`src/rtl/change_dispense_ctrl.sv`:
```
// Change dispenser: pays out an amount greedily as quarters, dimes and nickels,
// one coin per ack handshake, while tracking each tube's inventory.
module change_dispense_ctrl #(
  parameter int unsigned Q_INIT      = 8,
  parameter int unsigned D_INIT      = 8,
  parameter int unsigned N_INIT      = 8,
  parameter int unsigned ACK_TIMEOUT = 1000
) (
  input  logic       clock,
  input  logic       reset,
  input  logic       start,
  input  logic [6:0] amount,
  input  logic       eject_ack,
  input  logic       refill,
  input  logic [1:0] refill_sel,
  input  logic [3:0] refill_qty,
  output logic       eject_q,
  output logic       eject_d,
  output logic       eject_n,
  output logic       busy,
  output logic       done,
  output logic [6:0] shortfall,
  output logic       fault,
  output logic [3:0] q_cnt,
  output logic [3:0] d_cnt,
  output logic [3:0] n_cnt
);

  localparam int TMR_W = $clog2(ACK_TIMEOUT);
  localparam logic [TMR_W-1:0] TMR_LAST = TMR_W'(ACK_TIMEOUT - 1);

  typedef enum logic [1:0] {IDLE, SELECT, WAIT, DONE} state_t;

  state_t           state;
  logic [6:0]       remaining;
  logic [TMR_W-1:0] timer;

  function automatic logic [6:0] clamp_amount(input logic [6:0] a);
    return (a > 7'd100) ? 7'd100 : a;
  endfunction

  // Tube holds at most 15 coins; the sum is formed one bit wider then clipped.
  function automatic logic [3:0] sat_add(input logic [3:0] cnt, input logic [3:0] qty);
    logic [4:0] sum;
    sum = {1'b0, cnt} + {1'b0, qty};
    return (sum > 5'd15) ? 4'hF : sum[3:0];
  endfunction

  always_ff @(posedge clock or posedge reset) begin
    if (reset) begin
      state     <= IDLE;
      eject_q   <= 1'b0;
      eject_d   <= 1'b0;
      eject_n   <= 1'b0;
      busy      <= 1'b0;
      done      <= 1'b0;
      shortfall <= 7'd0;
      fault     <= 1'b0;
      q_cnt     <= 4'(Q_INIT);
      d_cnt     <= 4'(D_INIT);
      n_cnt     <= 4'(N_INIT);
      remaining <= 7'd0;
      timer     <= '0;
    end else begin
      done <= 1'b0;
      case (state)
        IDLE: begin
          if (refill) begin
            case (refill_sel)
              2'b00:   n_cnt <= sat_add(n_cnt, refill_qty);
              2'b01:   d_cnt <= sat_add(d_cnt, refill_qty);
              2'b10:   q_cnt <= sat_add(q_cnt, refill_qty);
              default: ;
            endcase
          end
          if (start) begin
            remaining <= clamp_amount(amount);
            fault     <= 1'b0;
            shortfall <= 7'd0;
            busy      <= 1'b1;
            state     <= SELECT;
          end
        end
        SELECT: begin
          timer <= '0;
          if (remaining >= 7'd25 && q_cnt != 4'd0) begin
            eject_q <= 1'b1;
            state   <= WAIT;
          end else if (remaining >= 7'd10 && d_cnt != 4'd0) begin
            eject_d <= 1'b1;
            state   <= WAIT;
          end else if (remaining >= 7'd5 && n_cnt != 4'd0) begin
            eject_n <= 1'b1;
            state   <= WAIT;
          end else begin
            shortfall <= remaining;
            done      <= 1'b1;
            state     <= DONE;
          end
        end
        WAIT: begin
          // The coin is only debited once the mechanism confirms the drop.
          if (eject_ack) begin
            eject_q <= 1'b0;
            eject_d <= 1'b0;
            eject_n <= 1'b0;
            if (eject_q) begin
              q_cnt     <= q_cnt - 4'd1;
              remaining <= remaining - 7'd25;
            end else if (eject_d) begin
              d_cnt     <= d_cnt - 4'd1;
              remaining <= remaining - 7'd10;
            end else begin
              n_cnt     <= n_cnt - 4'd1;
              remaining <= remaining - 7'd5;
            end
            state <= SELECT;
          end else if (timer == TMR_LAST) begin
            eject_q   <= 1'b0;
            eject_d   <= 1'b0;
            eject_n   <= 1'b0;
            fault     <= 1'b1;
            shortfall <= remaining;
            done      <= 1'b1;
            state     <= DONE;
          end else begin
            timer <= timer + 1'b1;
          end
        end
        DONE: begin
          busy  <= 1'b0;
          state <= IDLE;
        end
        default: state <= IDLE;
      endcase
    end
  end

endmodule

```
`config.mk`:
```
export PLATFORM = sky130hd
export DESIGN_NAME = change_dispense_ctrl
export DESIGN_NICKNAME = d
export VERILOG_FILES = /design/src/rtl/change_dispense_ctrl.sv
export SDC_FILE = /design/constraint.sdc
export NUM_CORES = 1
export LEC_CHECK = 0
export BUFFER_PORTS_ARGS = -buffer_cell sky130_fd_sc_hd__clkbuf_2
export CAP_MARGIN = 10
export CORE_ASPECT_RATIO = 1.75
export CORE_MARGIN = 2
export CORE_UTILIZATION = 63
export DETAILED_ROUTE_END_ITERATION = 8
export HOLD_SLACK_MARGIN = 0.02
export PLACE_DENSITY_LB_ADDON = 0.1
export SLEW_MARGIN = 25
export SYNTH_ARGS = -nofsm -noshare
export SYNTH_HDL_FRONTEND = slang
export SYNTH_SLANG_ARGS = --single-unit
```
`constraint.sdc`:
```
create_clock -name clock -period 5.1 [get_ports clock]
set_input_delay 0.255 -clock clock [delete_from_list [all_inputs] [get_ports clock]]
set_output_delay 0.255 -clock clock [all_outputs]
set_load 0.05 [all_outputs]
```
# Word-level counts from Yosys, hierarchy flattened

Index checks and enable logic that the tools add are counted.

Add/sub/neg operators: 10
Magnitude comparators: 7
Equality and inequality tests: 26
Muxes and demuxes: 66
Reductions and logical operators: 24

Operators with widths:

| cell                                                          | number |
|---|---|
| 2-to-1 mux 7 bit                                              | 11 |
| 2-to-1 mux 4 bit                                              | 17 |
| inequality test 2 bit, second input constant                  | 16 |
| case mux 4 bit (2 select lines)                               | 3 |
| case mux 7 bit (3 select lines)                               | 1 |
| 2-to-1 mux 1 bit                                              | 20 |
| 2-to-1 mux 10 bit                                             | 2 |
| case mux 10 bit (2 select lines)                              | 1 |
| adder 4 x 4 -> 5 bit                                          | 3 |
| greater-than comparator 5 x 4 -> 1 bit, second input constant | 3 |
| case mux 7 bit (2 select lines)                               | 1 |
| case mux 1 bit (2 select lines)                               | 6 |
| AND reduction 6 bit                                           | 2 |
| nonzero test 4 bit                                            | 3 |
| subtractor 4 x 1 -> 4 bit, second input constant              | 3 |
| adder 10 x 1 -> 10 bit, second input constant                 | 1 |
| == test 10 bit, second input constant                         | 1 |
| AND reduction 5 bit                                           | 2 |
| AND reduction 3 bit                                           | 3 |
| case mux 2 bit (4 select lines)                               | 1 |
| AND reduction 4 bit                                           | 2 |
| >= comparator 7 x 3 -> 1 bit, second input constant           | 1 |
| >= comparator 7 x 4 -> 1 bit, second input constant           | 1 |
| >= comparator 7 x 5 -> 1 bit, second input constant           | 1 |
| 15 further kinds                                              | 28 |

Register bits: 44
Input port bits: 18
Output and inout port bits: 25
Logic and storage cells: 146

# Longest topological paths before layout

Gate-level depths: netlist of the first run.

Word-level depth: 6
Mapped depth: 10
Mapped depth without buffers: 9

# Worst setup path after synthesis of the first run

No wires, ideal clock.

Kind: register -> register
Start point: register q_cnt[1]
End point: register shortfall[0]
Setup time: 83 ps
Data arrival time: 2086 ps
Required time: 5017 ps
Path slack: 2931 ps
Stages on the path, launching flop included: 10
Buffers on the path: 1
Clock period less this slack: 2169 ps
Cell sequence: dfrtp_1 inv_1 ha_1 nor3b_1 a311oi_2 a211oi_2 o221ai_2 buf_6 nand2_1 o21ai_0

Word-level cells in the longest chain between the ends: 4

Ends and longest elaborated chain:

| element                                | line | RTL |
|---|---|---|
| start, declared                        | 24   | `output logic [3:0] q_cnt,` |
| start signal, assigned                 | 59   | `q_cnt <= 4'(Q_INIT);` |
| start signal, assigned                 | 72   | `2'b10: q_cnt <= sat_add(q_cnt, refill_qty);` |
| start signal, assigned                 | 108  | `q_cnt <= q_cnt - 4'd1;` |
| nonzero test 4 bit                     | 86   | `if (remaining >= 7'd25 && q_cnt != 4'd0) begin` |
| logical AND 1 bit                      | 86   |  |
| inequality test 2 bit (no source line) | -    |  |
| AND reduction 7 bit (no source line)   | -    |  |
| end signal, assigned                   | 96   | `shortfall <= remaining;` |
| end signal, assigned                   | 123  | `shortfall <= remaining;` |
| end, declared                          | 22   | `output logic [6:0] shortfall,` |

No other way between the ends.
A chain may end at the register's enable or synchronous reset.

# Worst setup path in the final report of the first run

Start point: register state[0]
End point: register remaining[1]

Word-level cells in the longest chain between the ends: 3
Elaborated cells between the ends (all ways): 7
Those cells by class: 3 x eq/ne; 1 x mux; 3 x reduce/logical

Ends and longest elaborated chain:

| element                                                                      | line | RTL |
|---|---|---|
| start, declared                                                              | 34   | `state_t state;` |
| start signal, assigned                                                       | 51   | `state <= IDLE;` |
| start signal, assigned                                                       | 81   | `state <= SELECT;` |
| start signal, assigned                                                       | 88   | `state <= WAIT;` |
| == test 2 bit or zero test 2 bit (tied branches)                             | 66   | `case (state)` |
| inequality test 2 bit (no source line) or nonzero test 2 bit (tied branches) | -    |  |
| AND reduction 3 bit (no source line)                                         | -    |  |
| end signal, assigned                                                         | 77   | `remaining <= clamp_amount(amount);` |
| end signal, assigned                                                         | 109  | `remaining <= remaining - 7'd25;` |
| end signal, assigned                                                         | 112  | `remaining <= remaining - 7'd10;` |
| end, declared                                                                | 35   | `logic [6:0] remaining;` |

Parallel ways exist; a longest one is shown, timed or not.

==> key figures, run 1 <==
Floorplan
  • Starting density of the core: 65.38%
  • Top-Level Pins: 43
  • # rows: 34
  • Chip Height: 99.08 um
  • CORE AREA: 4977 um^2
  • Die ar.: 5779 um^2
  • Die span in x: 58.33 um

Pwr
  • Maximum vdd drop: 0.0005575 V
  • Leak: 0.001670 uW
  • Total power divided by cell area: 710.4 nW/um^2

Job
  • Reported max-cap violation count: 0

STA
  • Worst slew slack as a fraction of its limit: 42.55%
  • Highest clock frequency the design can meet: 364.7 MHz
  • Final worst-path setup slack: 2.358 ns
  • Post-Route Setup TNS: 0 ns
  • Final setup violating endpoints: 0
  • Transition time of the tightest slew-check pin: 0.8618 ns
  • Unrepaired setup endpoints after global routing: false
  • Worst Skew: 0.006816 ns
  • Final Cycle Share: 53.77%
  • Slew Limit Fails: 0
  • Number of hold violations in the final report: 0
  • Crit path time final: 2.742 ns

Critical path
  • Type of the setup path with the least slack: reg2reg
  • Data arrival time of the critical path: 2.89 ns
  • Worst reg2reg setup slack: 2.36 ns
  • Worst path required time: 5.24 ns
  • CP endpoint kind: register
  • Kind of start point of the critical path: register
  • Critical-path maximum fanout: 26

CTS
  • Clock transition at the register clock pins on the worst setup and hold paths after CTS: 0.09 ns
  • Clock insertion delay at the later pin of the skew report: 0.29 ns
  • Buffer count from post-CTS setup fixing: 0
  • Buffers from clock root to sink, at most: 2
  • Number of sinks on the clock net: 44
  • TritonCTS Buffers: 5
  • CTS root buf: sky130_fd_sc_hd__clkbuf_8
  • H-Tree Depth: 2
  • TritonCTS clock tree: yes
  • Number of buffers inserted for hold repair after clock tree synthesis: 0
  • Gates resized, CTS repair: 0

Synth
  • Share of async-settable or async-resettable flops after synthesis: 100.0%
  • Synthesized area: 3254 um^2
  • Synthesized net count: 426
  • Distinct cells, synth: 60
  • Most used flip-flop cell after synthesis: sky130_fd_sc_hd__dfrtp_1
  • Post-Synthesis Cells: 377
  • Register area share after synthesis: 33.95%
  • Number of synthesized register bits: 44
  • Post-Synthesis Mean Instance Area: 8.632 um^2
  • Synthesis warning total: 0
  • EDFF count, synth: 0

Status
  • Result of the run: complete, no violations

Placed design
  • Number of port buffers: 42
  • Global placer's final weighted congestion: 0.9185
  • Worst-case setup slack after placement: 2.408 ns
  • Placed wire-length estimate: 5467 um

GRT
  • Largest net degree at the start of global routing: 45
  • Overall overflow remaining after global route: 0
  • Global routing usage summed across all routing layers: 26.66%
  • Number of global-route vias before repair: 2,689
  • Antenna violations before repair: 0
  • Wire length of the first global-routing pass: 12,170 um

Finish
  • Net count, final: 461
  • Area added between synthesis and finish: 8.804%
  • Most used cells in the layout excluding fill and tap cells: sky130_fd_sc_hd__nand2_1 (42), sky130_fd_sc_hd__clkbuf_2 (42), sky130_fd_sc_hd__dfrtp_1 (41), sky130_fd_sc_hd__a21oi_1 (38), sky130_fd_sc_hd__o21ai_0 (37)
  • Number of antenna repair diodes: 0
  • Proportion of layout cells with a drive suffix above 1: 17.43%

Route
  • DR DRC count: 0
  • Remaining antenna violation count after routing: 0
  • DR iter-0 viols: 150
  • Number of detailed-routing iterations run before antenna repair: 5
  • Final WL: 7167 um
  • Vias post-DR: 2,777
  • Wire length per cell after detailed routing: 15.35 um
  • Vias per cell: 5.946

Min path
  • HP Class: in2async
critical path: stages, from the launching register on:
cell and delay [ns]:
sky130_fd_sc_hd__dfrtp_1 0.45, sky130_fd_sc_hd__inv_1 0.14, sky130_fd_sc_hd__ha_1 0.74, sky130_fd_sc_hd__nor2_1 0.21, sky130_fd_sc_hd__nor3_2 0.55, sky130_fd_sc_hd__nand2_1 0.24
sky130_fd_sc_hd__a21oi_1 0.18, sky130_fd_sc_hd__a221oi_1 0.07
cell usage after synthesis (all sizes together), types with 2 or more instances:
cell type | number | share of area [%]
nand3 | 11 | 1.7
a21boi | 2 | 0.46
dfstp | 3 | 2.4
nor2 | 25 | 2.9
o221ai | 2 | 0.73
nor3b | 2 | 0.46
o21ai | 40 | 6.5
nor2b | 8 | 1.5
dfrtp | 41 | 32
a21o | 6 | 1.4
clkbuf | 4 | 0.46
mux2i | 9 | 2.8
a221oi | 3 | 0.81
and3 | 3 | 0.58
o22ai | 2 | 0.38
and2 | 2 | 0.42
a22oi | 3 | 0.69
nand2b | 7 | 1.6
ha | 28 | 11
nand2 | 42 | 4.8
nor3 | 12 | 2.2
a211oi | 8 | 2.2
and2b | 3 | 0.73
or2 | 2 | 0.38
inv | 24 | 2.8
buf | 12 | 2.6
o21a | 2 | 0.46
xor2 | 8 | 2.2
a32o | 2 | 0.62
a21oi | 38 | 5.8
xnor2 | 2 | 0.54
fa | 3 | 1.8
o22a | 2 | 0.54
layer usage:
metal / GRT usage, % / vias to the layer above / share of wire, %
li1: - / 1408 / -
met1: 32.12 / 1302 / 41
met2: 48.14 / 60 / 54
met3: 3.806 / 7 / 3.2
met4: 6.798 / 0 / 1.0
met5: 0 / - / 0
area by class of cell:
cell class | instances | area, um^2
fill | 429 | 1436
timing repair buffer | 44 | 225.2
sequential | 44 | 1105
inverter | 24 | 90.09
clock inverter | 2 | 10.01
clock buffer | 6 | 82.58
tap | 54 | 67.56
multi-input combinational | 293 | 1961
power breakdown:
part	switching [uW]	internal (uW)	total [uW]	leakage (uW)
sequential	194	486	681	0.000548
combinational	1040	564	1610	0.00107
clock	119	108	228	0.0000510
state kept, by name, indices dropped and copies added (netlist names):
register / flops
busy: 1
d_cnt: 4
done: 1
eject_d: 1
eject_n: 1
eject_q: 1
fault: 1
n_cnt: 4
q_cnt: 4
remaining: 7
shortfall: 7
state: 2
timer: 10
path summary, 6_finish.rpt:
| kind | end | depth (start not counted) | start |
|---|---|---|---|
| max in group asynchronous | timer[3] | 3 | reset |
| worst max register to register | remaining[1] | 7 | state[0] |
| min in group clock | busy | 3 | start |
| worst min-delay path | n_cnt[2] | 3 | reset |
| worst max-delay path | remaining[1] | 7 | state[0] |
| worst min register to register | shortfall[6] | 2 | shortfall[6] |
cell families after synthesis:
group / count (synthesis) / share of synthesized area, %
xor gates and xnor gates: 10 / 2.691
and+or+nand+nor: 123 / 18.65
adders and majority gates: 31 / 12.61
AOI/OAI and AO/OA: 119 / 23.18
muxes: 10 / 3.114
DFF: 44 / 33.95
buffers and inverters: 40 / 5.805
stage by stage:
| stage | total power, uW | utilization [%] | instances | area [um^2] | hold WS, ns |
|---|---|---|---|---|---|
| floorplan | 1990 | - | 377 | 3254 | 0.4182 |
| global placement | 2252 | 69.28 | 459 | 3448 | 0.4031 |
| detailed placement | 2286 | 69.28 | 459 | 3448 | 0.4093 |
| CTS | 2515 | 71.14 | 467 | 3541 | 0.09198 |
| global route | 2735 | 71.14 | 467 | 3541 | 0.1159 |
| finish | 2516 | 71.14 | 467 | 3541 | 0.07407 |
No activity file was read; power rests on OpenSTA's default activity.
==> inputs of run 2 (changes only) <==
Settings changed: CORE_UTILIZATION 63 to 53.
Clock period 5.1 ns to 2.4 ns, I/O delays scaled along.
==> key figures, run 2 (same netlist as run 1, synthesis figures left out) <==
Floorplan
  • Die span in x: 63.24 um
  • Starting density of the core: 54.92%
  • # rows: 37
  • CORE AREA: 5926 um^2
  • Die ar.: 6808 um^2
  • Chip Height: 107.7 um
  • Top-Level Pins: 43

Finish
  • Final design utilization: 61.61%
  • Proportion of layout cells with a drive suffix above 1: 19.15%
  • Multi-input gate area: 1974 um^2
  • Largest register FFs: 10
  • Fill count: 604
  • Number of antenna repair diodes: 0
  • Biggest regs: timer: 10 flops, remaining: 7 flops, shortfall: 7 flops
  • Most used cells in the layout excluding fill and tap cells: sky130_fd_sc_hd__nand2_1 (42), sky130_fd_sc_hd__clkbuf_2 (42), sky130_fd_sc_hd__dfrtp_1 (41), sky130_fd_sc_hd__a21oi_1 (38), sky130_fd_sc_hd__o21ai_0 (36)
  • Net count, final: 471
  • Area added between synthesis and finish: 12.19%
  • Register with the highest flop count: timer
  • FF+latch area: 1105 um^2

Pwr
  • Clock power frac: 8.4%
  • Sequential share of power: 25.7%
  • Combinational group share of total power: 66.0%
  • Power Total: 5489 uW
  • Leak: 0.001709 uW
  • Maximum vdd drop: 0.001003 V
  • Total power divided by cell area: 1504 nW/um^2
  • Sw frac: 53.36%
  • Switching power: 2929 uW
  • Internal power: 2560 uW

GRT
  • Largest net degree at the start of global routing: 28
  • Antenna violations before repair: 0
  • Overall overflow remaining after global route: 0
  • Global routing usage summed across all routing layers: 23.75%
  • Wire length of the first global-routing pass: 12,750 um
  • Number of global-route vias before repair: 2,803

Route
  • Remaining antenna violation count after routing: 0
  • DR iter-0 viols: 165
  • Number of detailed-routing iterations run before antenna repair: 4
  • Wire length per cell after detailed routing: 14.86 um
  • Vias per cell: 5.671
  • Vias post-DR: 2,841
  • DR DRC count: 0
  • Final WL: 7443 um

STA
  • Slew Limit Fails: 0
  • Final setup violating endpoints: 0
  • Unrepaired setup endpoints after global routing: false
  • Transition time of the tightest slew-check pin: 0.6539 ns
  • Number of hold violations in the final report: 0
  • Crit path time final: 2.182 ns
  • Worst slew slack as a fraction of its limit: 56.14%
  • Final Cycle Share: 90.93%
  • Highest clock frequency the design can meet: 458.3 MHz
  • Post-Route Setup TNS: 0 ns
  • Worst Skew: 0.008568 ns

Min path
  • Beginning of the worst hold path: start
  • WHS Path Cells: 3
  • HP Class: in2reg
  • Hold EP: busy

Job
  • Reported max-cap violation count: 0

Critical path
  • Dominant delay contributor by cell family on the critical path: compound AO/OA/AOI/OAI gates
  • Reg-to-reg endpoint: timer[7]
  • Worst reg2reg setup slack: 0.22 ns
  • Worst path required time: 2.59 ns
  • CP endpoint kind: register
  • Buf+Inv Stages, Crit Path: 2
  • Type of the setup path with the least slack: reg2reg
  • R2R depth: 9
  • Slowest cell on the critical path: sky130_fd_sc_hd__dfrtp_1
  • Reg-to-reg critical path startpoint: state[0]
  • Kind of start point of the critical path: register
  • CP most frequent cell: sky130_fd_sc_hd__nor2_1
  • Data arrival time of the critical path: 2.37 ns
  • Delay of the slowest cell on the worst path: 0.45 ns
  • Critical-path maximum fanout: 12
  • CP Cell Sequence: inv_1 > ha_1 > buf_4 > a21bo_2 > a41o_2 > nor2_1 > nand3_1 > xor2_1 > nor2_1

Placed design
  • Placed wire-length estimate: 5774 um
  • Global placer's final weighted congestion: 0.8439
  • Number of port buffers: 42

CTS
  • TritonCTS clock tree: yes
  • TritonCTS Buffers: 5
  • Number of sinks on the clock net: 44
  • Buffers from clock root to sink, at most: 2
  • Clock insertion delay at the later pin of the skew report: 0.31 ns
  • CTS root buf: sky130_fd_sc_hd__clkbuf_8
  • Clock transition at the register clock pins on the worst setup and hold paths after CTS: 0.08 ns
  • H-Tree Depth: 2

Status
  • Result of the run: complete, no violations
run 2: layout make-up:
type / instances / area share (%)
clock inverters: 1 / 0.1371
clock buffers: 7 / 2.090
multi-input cells: 293 / 54.08
inverters: 24 / 2.467
repair buffers: 54 / 8.293
well taps: 78 / 2.673
flip-flops and latches: 44 / 30.26
run 2: worst register-to-register path, delay by kind of cell, from the launching register on:
kind                       cells  cell delay [ns]
AOI/OAI and AO/OA              2             0.52
DFF                            1             0.45
adders and majority gates      1             0.30
xor gates and xnor gates       1             0.15
buffers and inverters          2             0.32
and+or+nand+nor                3             0.33
run 2: metal layers:
layer / wire length, um / vias up / track usage [%]
met5: 0 / - / 0
met4: 165 / 0 / 9.472
met3: 200 / 9 / 2.720
met2: 4047 / 50 / 45.44
met1: 3029 / 1358 / 26.18
li1: - / 1424 / -
run 2: metrics by stage:
stage	instances	cell area, um^2	worst slack (ns)	hold WS [ns]
4_1_cts	500	3630	0.08825	0.08967
2_1_floorplan	377	3254	0.2309	0.2832
3_5_place_dp	491	3538	0.1126	0.1411
5_1_grt	501	3651	0.02376	0.1099
6_report	501	3651	0.2178	0.08768
3_3_place_gp	491	3538	0.1649	0.1323
run 2: worst max path at each step:
| stage | startpoint | to | slack [ns] | cells after the start |
|---|---|---|---|---|
| 3_5_place_dp | q_cnt[1] | shortfall[5] | 0.11 | 8 |
| 5_1_grt | state[1] | n_cnt[2] | 0.02 | 8 |
| 3_3_place_gp | state[0] | d_cnt[1] | 0.16 | 7 |
| 2_1_floorplan | q_cnt[1] | shortfall[0] | 0.23 | 9 |
| 4_1_cts | q_cnt[1] | shortfall[5] | 0.09 | 8 |
| 6_report | state[0] | timer[7] | 0.22 | 9 |
run 2: power by group through the flow:
| stage | Combinational (uW) | Clock (uW) | Sequential [uW] |
|---|---|---|---|
| after floorplan | 2370 | 0 | 1860 |
| after global placement | 3510 | 0 | 1410 |
| after global routing | 4060 | 501 | 1460 |
| final | 3620 | 459 | 1410 |
| after CTS | 3600 | 471 | 1410 |
| after detailed placement | 3580 | 0 | 1420 |
run 2: what timing repair did:
action                                  CTS  global route
hold buffers                              1             0
endpoints found under the setup margin    0            16
endpoints found under the hold margin    17             0
resized for setup                         0             4
setup buffers                             0             1
==> inputs of run 3 (changes only) <==
Settings changed: CORE_UTILIZATION 53 to 54, CTS_BUF_LIST set to sky130_fd_sc_hd__clkbuf_4.
==> key figures, run 3 (same netlist as run 1, synthesis figures left out) <==
GRT
  • Wire length of the first global-routing pass: 12,750 um
  • Largest net degree at the start of global routing: 45
  • Overall overflow remaining after global route: 0
  • Number of global-route vias before repair: 2,811
  • Global routing usage summed across all routing layers: 24.20%
  • Antenna violations before repair: 0

STA
  • Final worst-path setup slack: 0.1994 ns
  • Transition time of the tightest slew-check pin: 0.5588 ns
  • Slew Limit Fails: 0
  • Final Cycle Share: 91.69%
  • Number of hold violations in the final report: 0
  • Worst hold slack: 0.03417 ns
  • Highest clock frequency the design can meet: 454.4 MHz
  • Crit path time final: 2.201 ns
  • Worst slew slack as a fraction of its limit: 62.75%
  • Unrepaired setup endpoints after global routing: false
  • Post-Route Setup TNS: 0 ns
  • Worst Skew: 0.009969 ns
  • Final setup violating endpoints: 0

Pwr
  • Sw frac: 52.31%
  • Sequential share of power: 24.9%
  • Clock power frac: 10.1%
  • Switching power: 2949 uW
  • Leak: 0.001735 uW
  • Combinational group share of total power: 65.0%
  • Maximum vdd drop: 0.0009650 V
  • Total power divided by cell area: 1517 nW/um^2
  • Internal power: 2688 uW

Floorplan
  • # rows: 37
  • Die ar.: 6688 um^2
  • Chip Height: 106.7 um
  • CORE AREA: 5833 um^2
  • Die span in x: 62.69 um
  • Starting density of the core: 55.79%
  • Top-Level Pins: 43

Route
  • Vias per cell: 5.591
  • DR iter-0 viols: 163
  • Number of detailed-routing iterations run before antenna repair: 4
  • DR DRC count: 0
  • Vias post-DR: 2,818
  • Wire length per cell after detailed routing: 14.92 um
  • Final WL: 7519 um
  • Remaining antenna violation count after routing: 0

CTS
  • TritonCTS Buffers: 5
  • CTS root buf: sky130_fd_sc_hd__clkbuf_4
  • Clock transition at the register clock pins on the worst setup and hold paths after CTS: 0.12 ns
  • Number of sinks on the clock net: 44
  • Buffers from clock root to sink, at most: 2
  • H-Tree Depth: 2
  • TritonCTS clock tree: yes
  • Clock insertion delay at the later pin of the skew report: 0.38 ns

Critical path
  • Type of the setup path with the least slack: reg2reg
  • Worst path required time: 2.65 ns
  • Reg-to-reg endpoint: shortfall[1]
  • Delay of the slowest cell on the worst path: 0.39 ns
  • Worst reg2reg setup slack: 0.20 ns
  • Buf+Inv Stages, Crit Path: 1
  • Slowest cell on the critical path: sky130_fd_sc_hd__dfrtp_1
  • Reg-to-reg critical path startpoint: remaining[1]
  • R2R depth: 8
  • Data arrival time of the critical path: 2.46 ns
  • CP Cell Sequence: inv_1 > ha_1 > a21boi_1 > a311oi_2 > a211oi_2 > o221ai_4 > nand2_1 > o21ai_0
  • CP endpoint kind: register
  • Critical-path maximum fanout: 14
  • Kind of start point of the critical path: register
  • Dominant delay contributor by cell family on the critical path: compound AO/OA/AOI/OAI gates

Finish
  • Register with the highest flop count: timer
  • Number of antenna repair diodes: 0
  • Final design utilization: 63.71%
  • Largest register FFs: 10
  • Area added between synthesis and finish: 14.19%
  • Fill count: 528
  • Most used cells in the layout excluding fill and tap cells: sky130_fd_sc_hd__nand2_1 (42), sky130_fd_sc_hd__clkbuf_2 (42), sky130_fd_sc_hd__dfrtp_1 (41), sky130_fd_sc_hd__a21oi_1 (38), sky130_fd_sc_hd__o21ai_0 (36)
  • FF+latch area: 1105 um^2
  • Biggest regs: timer: 10 flops, remaining: 7 flops, shortfall: 7 flops
  • Proportion of layout cells with a drive suffix above 1: 19.25%
  • Multi-input gate area: 1983 um^2
  • Net count, final: 475

Placed design
  • Placed wire-length estimate: 5693 um
  • Number of port buffers: 42
  • Global placer's final weighted congestion: 0.8848
  • Worst-case setup slack after placement: 0.08727 ns

Min path
  • Beginning of the worst hold path: amount[3]
  • HP Class: in2reg
  • WHS Path Cells: 3
  • Hold EP: remaining[3]

Status
  • Result of the run: complete, no violations

Job
  • Reported max-cap violation count: 0
[run 3: routing by layer]
| layer | global-route usage, % | part of all wire [%] | vias to the layer above |
|---|---|---|---|
| met3 | 3.882 | 2.7 | 6 |
| met4 | 7.460 | 1.3 | 0 |
| met2 | 47.24 | 56 | 55 |
| met1 | 26.10 | 40 | 1325 |
| li1 | - | - | 1432 |
| met5 | 0 | 0 | - |
[run 3: power groups by stage]
| stage | clock network (uW) | logic [uW] | registers (uW) |
|---|---|---|---|
| 2_1_floorplan | 0 | 2370 | 1860 |
| 3_3_place_gp | 0 | 3520 | 1410 |
| 3_5_place_dp | 0 | 3590 | 1420 |
| 4_1_cts | 579 | 3610 | 1410 |
| 5_1_grt | 612 | 4110 | 1470 |
| 6_report | 567 | 3660 | 1410 |
[run 3: what timing repair did]
item / CTS / global route
hold endpoints to repair: 45 / 0
setup buffers: 0 / 1
setup endpoints to repair: 0 / 16
resized for setup: 0 / 5
hold buffers: 5 / 0
[run 3: layout make-up]
type                    count  share of cell area, %
clock buffers               5                  1.010
clock inverters             2                  1.616
inverters                  24                  2.424
multi-input cells         293                  53.37
flip-flops and latches     44                  29.73
well taps                  78                  2.626
repair buffers             58                  9.226
[run 3: how the worst max path moves through the flow]
| stage | from | endpoint | slack, ns | cells past startpoint |
|---|---|---|---|---|
| floorplan | q_cnt[1] | shortfall[0] | 0.23 | 9 |
| global placement | state[0] | d_cnt[1] | 0.21 | 7 |
| detailed placement | q_cnt[1] | shortfall[5] | 0.09 | 8 |
| CTS | q_cnt[1] | shortfall[5] | 0.07 | 8 |
| global route | remaining[1] | shortfall[5] | 0.00009 | 8 |
| finish | remaining[1] | shortfall[1] | 0.20 | 8 |
[run 3: per-stage QoR]
step	area [um^2]	power, uW	cells
global route	3716	6183	504
CTS	3686	5595	503
finish	3716	5637	504
floorplan	3254	4230	377
detailed placement	3538	5009	491
global placement	3538	4928	491
[run 3: worst register-to-register path: cells and delay by family, from the launching register on]
kind / cells / cell delay (ns)
buf+inv: 1 / 0.17
flops: 1 / 0.39
fa+ha+maj: 1 / 0.23
simple gates: 1 / 0.13
compound gates: 5 / 1.17
